===== src/rtl/ball_pkg.sv =====
// Shared types for the ball position engine: FSM states and direction encoding.
package ball_pkg;

  typedef enum logic {
    MOVING = 1'b0,
    LOST   = 1'b1
  } state_t;

  localparam logic DIR_POS = 1'b1;
  localparam logic DIR_NEG = 1'b0;

endpackage


===== src/rtl/axis_stepper.sv =====
// One axis of ball motion: holds position/direction, steps by speed with clamp and wall reflection.
// Position/direction are registered; hit/hit_max describe the tick being applied this cycle.
module axis_stepper
  import ball_pkg::*;
#(
  parameter int   W        = 10,
  parameter int   STEP_W   = 3,
  parameter int   MIN      = 0,
  parameter int   MAX      = 636,
  parameter int   INIT     = 318,
  parameter logic DIR_INIT = DIR_POS
) (
  input  logic              clk,
  input  logic              init,
  input  logic              freeze,
  input  logic              step,
  input  logic [STEP_W-1:0] speed,
  input  logic              bounce,
  output logic [W-1:0]      pos,
  output logic              dir,
  output logic              hit,
  output logic              hit_max
);

  localparam logic [W:0] MIN_E = (W+1)'(MIN);
  localparam logic [W:0] MAX_E = (W+1)'(MAX);

  logic       dir_eff;
  logic       moving;
  logic       hit_min;
  logic [W:0] spd_e;
  logic [W:0] sum;
  logic [W:0] diff;

  assign dir_eff = dir ^ bounce;
  assign spd_e   = (W+1)'(speed);
  // One extra bit so overshoot and borrow are visible instead of wrapping.
  assign sum     = {1'b0, pos} + spd_e;
  assign diff    = {1'b0, pos} - spd_e;
  assign moving  = step && (speed != '0);
  assign hit_max = moving && dir_eff && (sum >= MAX_E);
  assign hit_min = moving && !dir_eff && (diff[W] || (diff <= MIN_E));
  assign hit     = hit_max | hit_min;

  always_ff @(posedge clk) begin
    if (init) begin
      pos <= W'(INIT);
      dir <= DIR_INIT;
    end else if (!freeze) begin
      if (hit_max) begin
        pos <= MAX_E[W-1:0];
        dir <= DIR_NEG;
      end else if (hit_min) begin
        pos <= MIN_E[W-1:0];
        dir <= DIR_POS;
      end else begin
        if (moving) begin
          pos <= dir_eff ? sum[W-1:0] : diff[W-1:0];
        end
        dir <= dir_eff;
      end
    end
  end

endmodule


===== src/rtl/ball_motion.sv =====
// Ball position engine: two axis steppers, wall_hit merge, optional floor-loss FSM.
// Optional feature macro: BALL_FLOOR_LOSS_EN (bottom edge loses the ball instead of reflecting).
module ball_motion
  import ball_pkg::*;
#(
  parameter int X_W    = 10,
  parameter int Y_W    = 10,
  parameter int STEP_W = 3,
  parameter int X_MIN  = 0,
  parameter int X_MAX  = 636,
  parameter int Y_MIN  = 0,
  parameter int Y_MAX  = 476,
  parameter int X_INIT = 318,
  parameter int Y_INIT = 400
) (
  input  logic              clk,
  input  logic              resetn,
  input  logic              enable,
  input  logic [STEP_W-1:0] speed_x,
  input  logic [STEP_W-1:0] speed_y,
  input  logic              bounce_x,
  input  logic              bounce_y,
  input  logic              serve,
  output logic [X_W-1:0]    x,
  output logic [Y_W-1:0]    y,
  output logic              x_dir,
  output logic              y_dir,
  output logic              wall_hit,
  output logic              lost
);

  logic init;
  logic freeze;
  logic tick;
  logic hit_x, hit_max_x;
  logic hit_y, hit_max_y;

  assign tick = enable && !freeze;

  axis_stepper #(
    .W(X_W), .STEP_W(STEP_W), .MIN(X_MIN), .MAX(X_MAX), .INIT(X_INIT), .DIR_INIT(DIR_POS)
  ) u_x (
    .clk(clk), .init(init), .freeze(freeze), .step(tick), .speed(speed_x),
    .bounce(bounce_x), .pos(x), .dir(x_dir), .hit(hit_x), .hit_max(hit_max_x)
  );

  axis_stepper #(
    .W(Y_W), .STEP_W(STEP_W), .MIN(Y_MIN), .MAX(Y_MAX), .INIT(Y_INIT), .DIR_INIT(DIR_NEG)
  ) u_y (
    .clk(clk), .init(init), .freeze(freeze), .step(tick), .speed(speed_y),
    .bounce(bounce_y), .pos(y), .dir(y_dir), .hit(hit_y), .hit_max(hit_max_y)
  );

`ifdef BALL_FLOOR_LOSS_EN
  state_t state;
  logic   unused_hit_max_x;

  assign unused_hit_max_x = hit_max_x;
  assign freeze = (state == LOST);
  assign init   = !resetn || (freeze && serve);

  // Reaching the floor is a loss, not a reflection, so it never pulses wall_hit.
  always_ff @(posedge clk) begin
    if (init) begin
      state    <= MOVING;
      lost     <= 1'b0;
      wall_hit <= 1'b0;
    end else if (state == MOVING) begin
      wall_hit <= hit_x || (hit_y && !hit_max_y);
      if (hit_max_y) begin
        state <= LOST;
        lost  <= 1'b1;
      end
    end else begin
      wall_hit <= 1'b0;
    end
  end
`else
  logic unused_in;

  assign unused_in = serve ^ hit_max_x ^ hit_max_y;
  assign freeze    = 1'b0;
  assign init      = !resetn;
  assign lost      = 1'b0;

  always_ff @(posedge clk) begin
    if (!resetn) begin
      wall_hit <= 1'b0;
    end else begin
      wall_hit <= hit_x || hit_y;
    end
  end
`endif

endmodule


===== config.mk =====
export PLATFORM = sky130hd
export DESIGN_NAME = ball_motion
export DESIGN_NICKNAME = d
export VERILOG_FILES = /design/src/rtl/ball_pkg.sv /design/src/rtl/axis_stepper.sv /design/src/rtl/ball_motion.sv
export SDC_FILE = /design/constraint.sdc
export NUM_CORES = 1
export LEC_CHECK = 0
export BUFFER_PORTS_ARGS = -buffer_cell sky130_fd_sc_hd__buf_2
export CORE_AREA = 2 2 97 76
export DETAILED_ROUTE_END_ITERATION = 16
export DIE_AREA = 0 0 99 78
export SLEW_MARGIN = 10
export SYNTH_ARGS = -nofsm -noshare
export SYNTH_HDL_FRONTEND = slang
export SYNTH_SLANG_ARGS = --single-unit

===== constraint.sdc =====
create_clock -name clk -period 5.91 [get_ports clk]
set_input_delay 0.8865 -clock clk [delete_from_list [all_inputs] [get_ports clk]]
set_output_delay 0.8865 -clock clk [all_outputs]
set_load 0.02 [all_outputs]

==> Word-level counts from Yosys, hierarchy flattened <==
Cells that the tools add are included.
{ "totals": {"wordCells": 58, "input_bits": 12, "output_inout_bits": 24, "mem_count": 0, "ram_bits": 0, "ff_bits": 23, "latchBits": 0, "rom_bits": 0} }
{ "op_classes": {"addsub": 4, "n_lt_le_gt_ge": 4, "n_reduce_logical": 25, "n_eq_ne": 0, "mul": 0, "muxes": 11, "n_bitwise": 5, "n_div": 0, "shift": 0} }
{ "ops": {"columns": ["cell", "count"], "rows": [
  ["10-bit two-way mux", 5],
  ["10-bit by 3-bit adder with 11-bit output", 2],
  ["11-bit by 1-bit <= comparator with 1-bit output (second input constant)", 2],
  ["10-bit by 3-bit subtractor with 11-bit output", 2],
  ["9-bit two-way mux", 2],
  ["3-bit nonzero test", 4],
  ["11-bit by 10-bit >= comparator with 1-bit output (second input constant)", 1],
  ["11-bit by 9-bit >= comparator with 1-bit output (second input constant)", 1],
  ["1-bit logical AND", 10],
  ["7-bit two-way mux", 1],
  ["3-bit OR reduction", 2],
  ["2-bit nonzero test", 2],
  ["2-bit OR reduction", 2],
  ["1-bit logical OR", 3],
  ["1-bit two-way mux", 3],
  ["1-bit logical NOT", 2],
  ["1-bit bitwise OR", 2],
  ["1-bit XOR", 2],
  ["1-bit inverter", 1]
]} }

==> Depth between registers and ports, before layout <==
Gate-level depths: netlist (run 1).
{ "logic_depth": {"ltp_word": 6, "mapped_depth": 11, "ltp_nobuf": 11} }

==> Hierarchy <==
A second synthesis (run 1) with hierarchy kept.
{ "unflattened": {"hier_cells": 346, "hier_area_um2": 2587.5} }
{ "modules_own_cells": {"columns": ["mod", "seq_area_each_um2", "n_inst", "cells_each", "area_each_um2"], "rows": [
  ["axis_stepper at u_y", 220.2, 1, 174, 1336.3],
  ["axis_stepper at u_x", 220.2, 1, 167, 1208.7],
  ["ball_motion", 20.0, 1, 5, 42.5]
]} }

==> Least setup slack after synthesis (run 1) <==
Ideal clock, no wire load.
{ "synth_timing": {"path_type": "input port to flip-flop", "startpoint": "input port speed_x[0]", "endpoint": "register u_x.pos[3]", "arrival_ns": 3.064, "stages": 10, "n_path_buf": 0, "setup_ns": 0.122, "required_time_ns": 5.788, "path_slack_ns": 2.724, "path_cell_list": "ha_1 -> inv_1 -> fa_1 -> a211oi_1 -> xnor2_1 -> nand4_1 -> nor3_1 -> a31oi_4 -> and2_1 -> a221o_1"} }
{ "synth_between": {"elab_chain_len": 5, "elab_cells_between_ends": 16, "cone_classes": "add/sub (2); order compare (2); mux (3); reduce/logical (9)"} }
{ "synth_lines": {"columns": ["element", "line_no", "source"], "rows": [
  ["start: declaration", "ball_motion.sv:19", "input logic [STEP_W-1:0] speed_x,"],
  ["10-bit by 3-bit subtractor with 11-bit output or 3-bit nonzero test (tied branches)", "axis_stepper.sv:39, axis_stepper.sv:40", null],
  ["11-bit by 1-bit <= comparator with 1-bit output or 1-bit logical AND (tied branches)", "axis_stepper.sv:42, axis_stepper.sv:40", null],
  ["1-bit logical OR, or another cell as far along", "axis_stepper.sv:42", "assign hit_min = moving && !dir_eff && (diff[W] || (diff <= MIN_E));"],
  ["1-bit logical AND (on tied branches)", "axis_stepper.sv:42, axis_stepper.sv:41", null],
  ["10-bit two-way mux, or another cell as far along", "axis_stepper.sv:53", "end else if (hit_min) begin"],
  ["end signal: assignment", "axis_stepper.sv:47", "pos <= W'(INIT);"],
  ["end signal: assignment", "axis_stepper.sv:54", "pos <= MIN_E[W-1:0];"],
  ["end signal: assignment", "axis_stepper.sv:58", "pos <= dir_eff ? sum[W-1:0] : diff[W-1:0];"],
  ["end: declaration", "axis_stepper.sv:19", "output logic [W-1:0] pos,"]
]} }
Several ways; a longest one is shown, not always the timed one. The select of a mux whose other input is x is not followed.
A chain may end at the register's enable or synchronous reset.

==> Final worst setup path (run 1) <==
{ "layout_timing": {"startpoint": "input port speed_x[0]", "endpoint": "register u_x.pos[4]"} }
Same word-level chain as after synthesis.

==> results of run 1 <==
-- worst paths after layout --
| kind | to | slack [ps] | startpoint |
|---|---|---|---|
| max | u_x.pos[4] | 2420 | speed_x[0] |
| max reg2reg | u_x.pos[4] | 2760 | u_x.pos[0] |
| min | u_y.pos[0] | 540 | u_y.pos[0] |
| min reg2reg | u_y.pos[0] | 540 | u_y.pos[0] |
-- sequential cells by signal, indices dropped and copies added, names as in the netlist --
signal	count
u_x.pos	10
u_x.dir	1
wall_hit	1
u_y.dir	1
u_y.pos	10
-- power by group --
| group | switching, W | internal (W) |
|---|---|---|
| Sequential | 0.0000290 | 0.000168 |
| Clock | 0.0000549 | 0.0000472 |
| Combinational | 0.000129 | 0.0000855 |
| Total | 0.000213 | 0.000300 |
-- stage by stage --
stage / setup WS, ps / std cells
2_1_floorplan: 2720 / 296
4_1_cts: 2440 / 406
3_5_place_dp: 2150 / 402
3_3_place_gp: 2220 / 402
5_1_grt: 2260 / 406
6_report: 2420 / 406
-- placed cells by master (no fill, tap or decap), drive strengths merged, types with 4 or more instances in the layout --
cell type,instances
nand3,9
buf,35
mux2i,6
nand4,8
nand2,24
a211o,4
nand2b,5
ha,12
a21oi,19
nor4,7
a21o,6
dfxtp,23
fa,4
inv,17
xnor2,13
a31oi,11
nor2,30
nor3,12
o21ai,10
nor4b,4
a211oi,5
xor2,5
-- cell families (layout without fill, tap and decap cells) --
kind of cell,after synthesis,in the layout,share of synthesized area
compound gates,80,80,0.256
xor+xnor,18,18,0.0681
fa+ha+maj,16,16,0.0995
buf+inv,31,57,0.0568
flops,23,23,0.199
mux,7,7,0.0324
other cells,1,1,0.00162
simple gates,120,120,0.286
-- layer usage --
metal	wire length, um	GRT usage
met5	0	0
met4	32	0.0288
met3	333	0.0279
met2	2450	0.229
met1	3250	0.251
-- tightest hold or removal path, delay by kind of cell, from the launching register on --
| family | cells | cell delay [ps] |
|---|---|---|
| and+or+nand+nor | 1 | 110 |
| AOI/OAI and AO/OA | 1 | 50 |
| DFF | 1 | 340 |
-- cell type report --
| class | count | area [sq um] | area share |
|---|---|---|---|
| multi-input cells | 242 | 1720 | 0.667 |
| well taps | 84 | 105 | 0.0407 |
| repair buffers | 35 | 180 | 0.0698 |
| inverters | 18 | 67.6 | 0.0262 |
| clock inverters | 1 | 5.00 | 0.00194 |
| clock buffers | 3 | 41.3 | 0.0160 |
| flip-flops and latches | 23 | 460 | 0.178 |
==> results.md, run 1 <==
- Status: finished clean
- Initial antenna violation count: 0
- Static Leak: 0.994 nW
- Setup-violating endpoint count in the final report: 0
- Clock Tree Root: clkbuf_8
- Top delay family on crit path: compound AO/OA/AOI/OAI gates
- WP depth: 11
- Worst Path Max Fanout: 10
- Routability cong.: 0.870
- DP HPWL: 4660 um
- Antenna cells: 0
- GR Overflow Total: 0
- Register bit count reported by yosys: 23
- Synth area leaders: dfxtp_1, ha_1, xnor2_1
- Tot Pwr: just over 0.0005 W
- Worst EP required: 6080 ps
- Hold Path Cell Cnt: 2
- Resized Gates After CTS: 0
- WHS: roughly 540 ps
- CP bufs+invs: 2
- Filler Cell Count: 712
- TritonCTS clock tree: built
- Final Cell Area: between 0.002 and 0.003 sq mm
- Endpoints failing hold: 0
- Finished Core Util: 0.387
- Critical Path Max Stage Delay: 490 ps
- First-pass GRT wire length: 10200 um
- Site row count: 26
- Skew-Pair Late Insertion Delay: ~270 ps
- Clk slew on worst S/H paths: around 90 ps
- Die W: just under 100 um
- HP Class: reg -> reg
- Most frequent cell after synthesis: nor2_1
- Nets: 351
- Post-synth top area cell: dfxtp_1
- Setup TNS: 0 ps
- Avg Cell Area, Syn: 7.82 sq um
- RSZ-0062 raised after global routing: no
- P&R area growth vs syn: 11.6%
- Largest net degree at the start of global routing: 17
- Number of global-route vias before repair: 2044
- Layout cells sized above 1: 0.158
- R2R depth: 11
- Worst Path Arrival: 3660 ps
- Async set-reset flop share out of synthesis: 0
- Number of synthesized flops with an enable pin: 0
- Routed WL: ~6000 um
- Vias: between 2000 and 2500
- Routed len/inst: 14.9 um
- Vias per std cell: 5.52
- Worst-Margin Slew: 942 ps
- Hold_buf cts: 0
- Postcts setup bufs: 0
- GRT Util Overall: 0.161
- Final slew viol count: 0
- Slowest stage cell, crit path: fa_1
- Worst Skew: 1.25 ps
- Post-synth top area share: 0.199
- Crit Path Category: in -> reg
- Post-synth cell types: 64
- Max clock buf depth: 2
- Sequential area share after synthesis: 0.199
- CTS sink count: 23
- Die Ht: 78 um
- Startpoint types: primary input
- CTS H-tree depth: 1
- Fin crit period: 3490 ps
- I/O Buffers: 33
- # DRC: 0
- DRT Pass-1 Iters: 4
- F_max: 0.286 GHz
- Critical path capture point type: flop
- Max-Cap Viols: 0
- Peak VDD IR: 78.0 uV
- DIE AREA: 0.00772 sq mm
- Post-DP Area: roughly 0.0025 sq mm
- Final Cycle Share: 0.591
- Synth Flop Type: dfxtp_1
- Starting Density: 0.347
- Syn Inst Count: 296
- Core box area: 0.00667 sq mm
- Starting DRT DRC Count: between 150 and 200
- Pwr Density: around 200 mW/mm^2
- Relative slew margins: 0.367
- DRT antenna net count: 0
- Yosys synthesis warning count: 0
- Post-Synthesis Net Count: 324
- # IOs: 36
- Number of CTS-inserted buffers: 3
- Commonest cells post-synth: nor2_1, dfxtp_1, nand2_1, a21oi_1, inv_1
- Synthesized area: 0.00231 sq mm
- CP Cell Sequence: buf_2, ha_1, inv_1, fa_1, a211oi_1, xnor2_1, nand4_1, nor3_1, a31oi_4, and2_1, a221o_1
Power figures use the tool's default switching activity.
==> run 2, diff against run 1 <==
==> constraint.sdc (replaced) <==
create_clock -name clk -period 3.5 [get_ports clk]
set_input_delay 0.525 -clock clk [delete_from_list [all_inputs] [get_ports clk]]
set_output_delay 0.525 -clock clk [all_outputs]
set_load 0.02 [all_outputs]
==> results.md, run 2 (same netlist as run 1, synthesis figures left out) <==
- Tot Pwr: 0.000877 W (was 0.000513 W)
- R2R depth: 10 (was 11)
- Clock Tree Root: clkbuf_8 (unchanged)
- Post-DP Area: 0.00258 sq mm (was 0.00254 sq mm)
- Status: finished clean (unchanged)
- Layout cells sized above 1: 0.174 (was 0.158)
- Nets: 357 (was 351)
- DRT Pass-1 Iters: 5 (was 4)
- Peak VDD IR: 143 uV (was 78.0 uV)
- Antenna cells: 0 (unchanged)
- Site row count: 26 (unchanged)
- GRT Util Overall: 0.163 (was 0.161)
- TritonCTS clock tree: built (unchanged)
- Resized Gates After CTS: 0 (unchanged)
- Number of CTS-inserted buffers: 3 (unchanged)
- Biggest regs: u_x.pos x10, u_y.pos x10 (unchanged)
- Worst setup margin: 462 ps (was 2420 ps)
- DRT antenna net count: 0 (unchanged)
- Startpoint types: flop (was primary input)
- Starting Density: 0.347 (unchanged)
- Clk slew on worst S/H paths: 80 ps (was 90 ps)
- Critical path capture point type: flop (unchanged)
- Routability cong.: 0.895 (was 0.870)
- WHS: 502 ps (was 535 ps)
- CTS H-tree depth: 1 (unchanged)
- Die W: 99 um (unchanged)
- Final slew viol count: 0 (unchanged)
- Routed len/inst: 15.0 um (was 14.9 um)
- RSZ-0062 raised after global routing: no (unchanged)
- Crit Path Category: reg -> reg (was in -> reg)
- P&R area growth vs syn: 13.5% (was 11.6%)
- Vias per std cell: 5.68 (was 5.52)
- Setup-violating endpoint count in the final report: 0 (unchanged)
- Static Leak: 1.02 nW (was 0.994 nW)
- Hold_buf cts: 0 (unchanged)
- Commonest cells after routing, fill and taps aside: buf_2, nor2_1, dfxtp_1, nand2_1, a21oi_1 (unchanged)
- Final Cycle Share: 0.868
- Pwr Density: 334 mW/mm^2 (was 199 mW/mm^2)
- Hold Path Cell Cnt: 2 (unchanged)
- Number of global-route vias before repair: 2023 (was 2044)
- Max clock buf depth: 2 (unchanged)
- Setup TNS: 0 ps (unchanged)
- Worst-Margin Slew: 775 ps (was 942 ps)
- Endpoints failing hold: 0 (unchanged)
- Fin crit period: between 3000 and 4000 ps
- # IOs: 36 (unchanged)
- I/O Buffers: 33 (unchanged)
- Relative slew margins: 0.482 (was 0.367)
- Most common cell after layout, fill and taps aside: buf_2 (unchanged)
- F_max: about 0.33 GHz
- Vias: 2342 (was 2241)
- Skew-Pair Late Insertion Delay: 270 ps (about the same)
- Worst Path Max Fanout: 8 (was 10)
- Postcts setup bufs: 0 (unchanged)
- DP HPWL: 4750 um (was 4660 um)
- CTS sink count: 23 (unchanged)
- Core box area: 0.00667 sq mm (unchanged)
- Max-Cap Viols: 0 (unchanged)
- Routed WL: 6170 um (was 6070 um)
- Final Cell Area: 0.00263 sq mm (was 0.00258 sq mm)
- Starting DRT DRC Count: 214 (was 167)
- Worst Skew: 2.28 ps (was 1.25 ps)
- Dpl ws: 303 ps (was 2150 ps)
- Worst Path Arrival: 3210 ps (was 3660 ps)
- First-pass GRT wire length: 10300 um (was 10200 um)
- Register Area: 460 sq um (unchanged)
- Worst EP required: 3670 ps (was 6080 ps)
- DIE AREA: 0.00772 sq mm (unchanged)
- Initial antenna violation count: 0 (unchanged)
- Filler Cell Count: 687 (was 712)
- # DRC: 0 (unchanged)
- Die Ht: 78 um (unchanged)
- HP Class: in -> reg (was reg -> reg)
- Largest net degree at the start of global routing: 17 (unchanged)
- GR Overflow Total: 0 (unchanged)
- Area taken by multi-input logic gates: 0.00172 sq mm (unchanged)
-- run 2: worst max-delay path, cell delays in order (launching register included) --
cell and delay (ps):
dfxtp_1 390, inv_1 60, ha_1 220, fa_1 420, xnor2_1 140, nor4_1 230
nand3_1 110, nor4b_1 550, a31oi_2 310, a21o_1 220, a211o_1 270
-- run 2: layout make-up --
cell class                      count  area share
Sequential cell                    23       0.175
Timing Repair Buffer               41      0.0857
Clock buffer                        3      0.0157
Clock inverter                      1     0.00190
Inverter                           18      0.0257
Tap cell                           84      0.0400
Multi-Input combinational cell    242       0.656
-- run 2: report_power, final --
group | internal (W) | switching (W) | leakage (nW)
registers | 0.000283 | 0.0000487 | 0.189
logic | 0.000151 | 0.000224 | 0.809
clock network | 0.0000797 | 0.0000907 | 0.0255
total | 0.000514 | 0.000363 | 1.02
-- run 2: path summary, 6_finish.rpt --
check,from,end,slack [ps]
worst max-delay path,u_y.pos[0],u_y.pos[7],460
worst min-delay path,resetn,u_x.pos[2],500
worst max register to register,u_y.pos[0],u_y.pos[7],460
worst min register to register,u_y.pos[0],u_y.pos[0],540
-- run 2: routing by layer --
metal  global-route usage  part of all wire  wire length [um]  vias up
li1                     -                 -                 -     1153
met1                0.254              0.54              3310     1120
met2                0.230              0.40              2470       65
met3               0.0288             0.058               359        4
met4               0.0342            0.0068                42        0
met5                    0                 0                 0        -
-- run 2: per-stage QoR --
stage,instances,utilization
3_3_place_gp,408,0.387
5_1_grt,412,0.394
3_5_place_dp,408,0.387
6_report,412,0.394
2_1_floorplan,296,-
4_1_cts,412,0.394
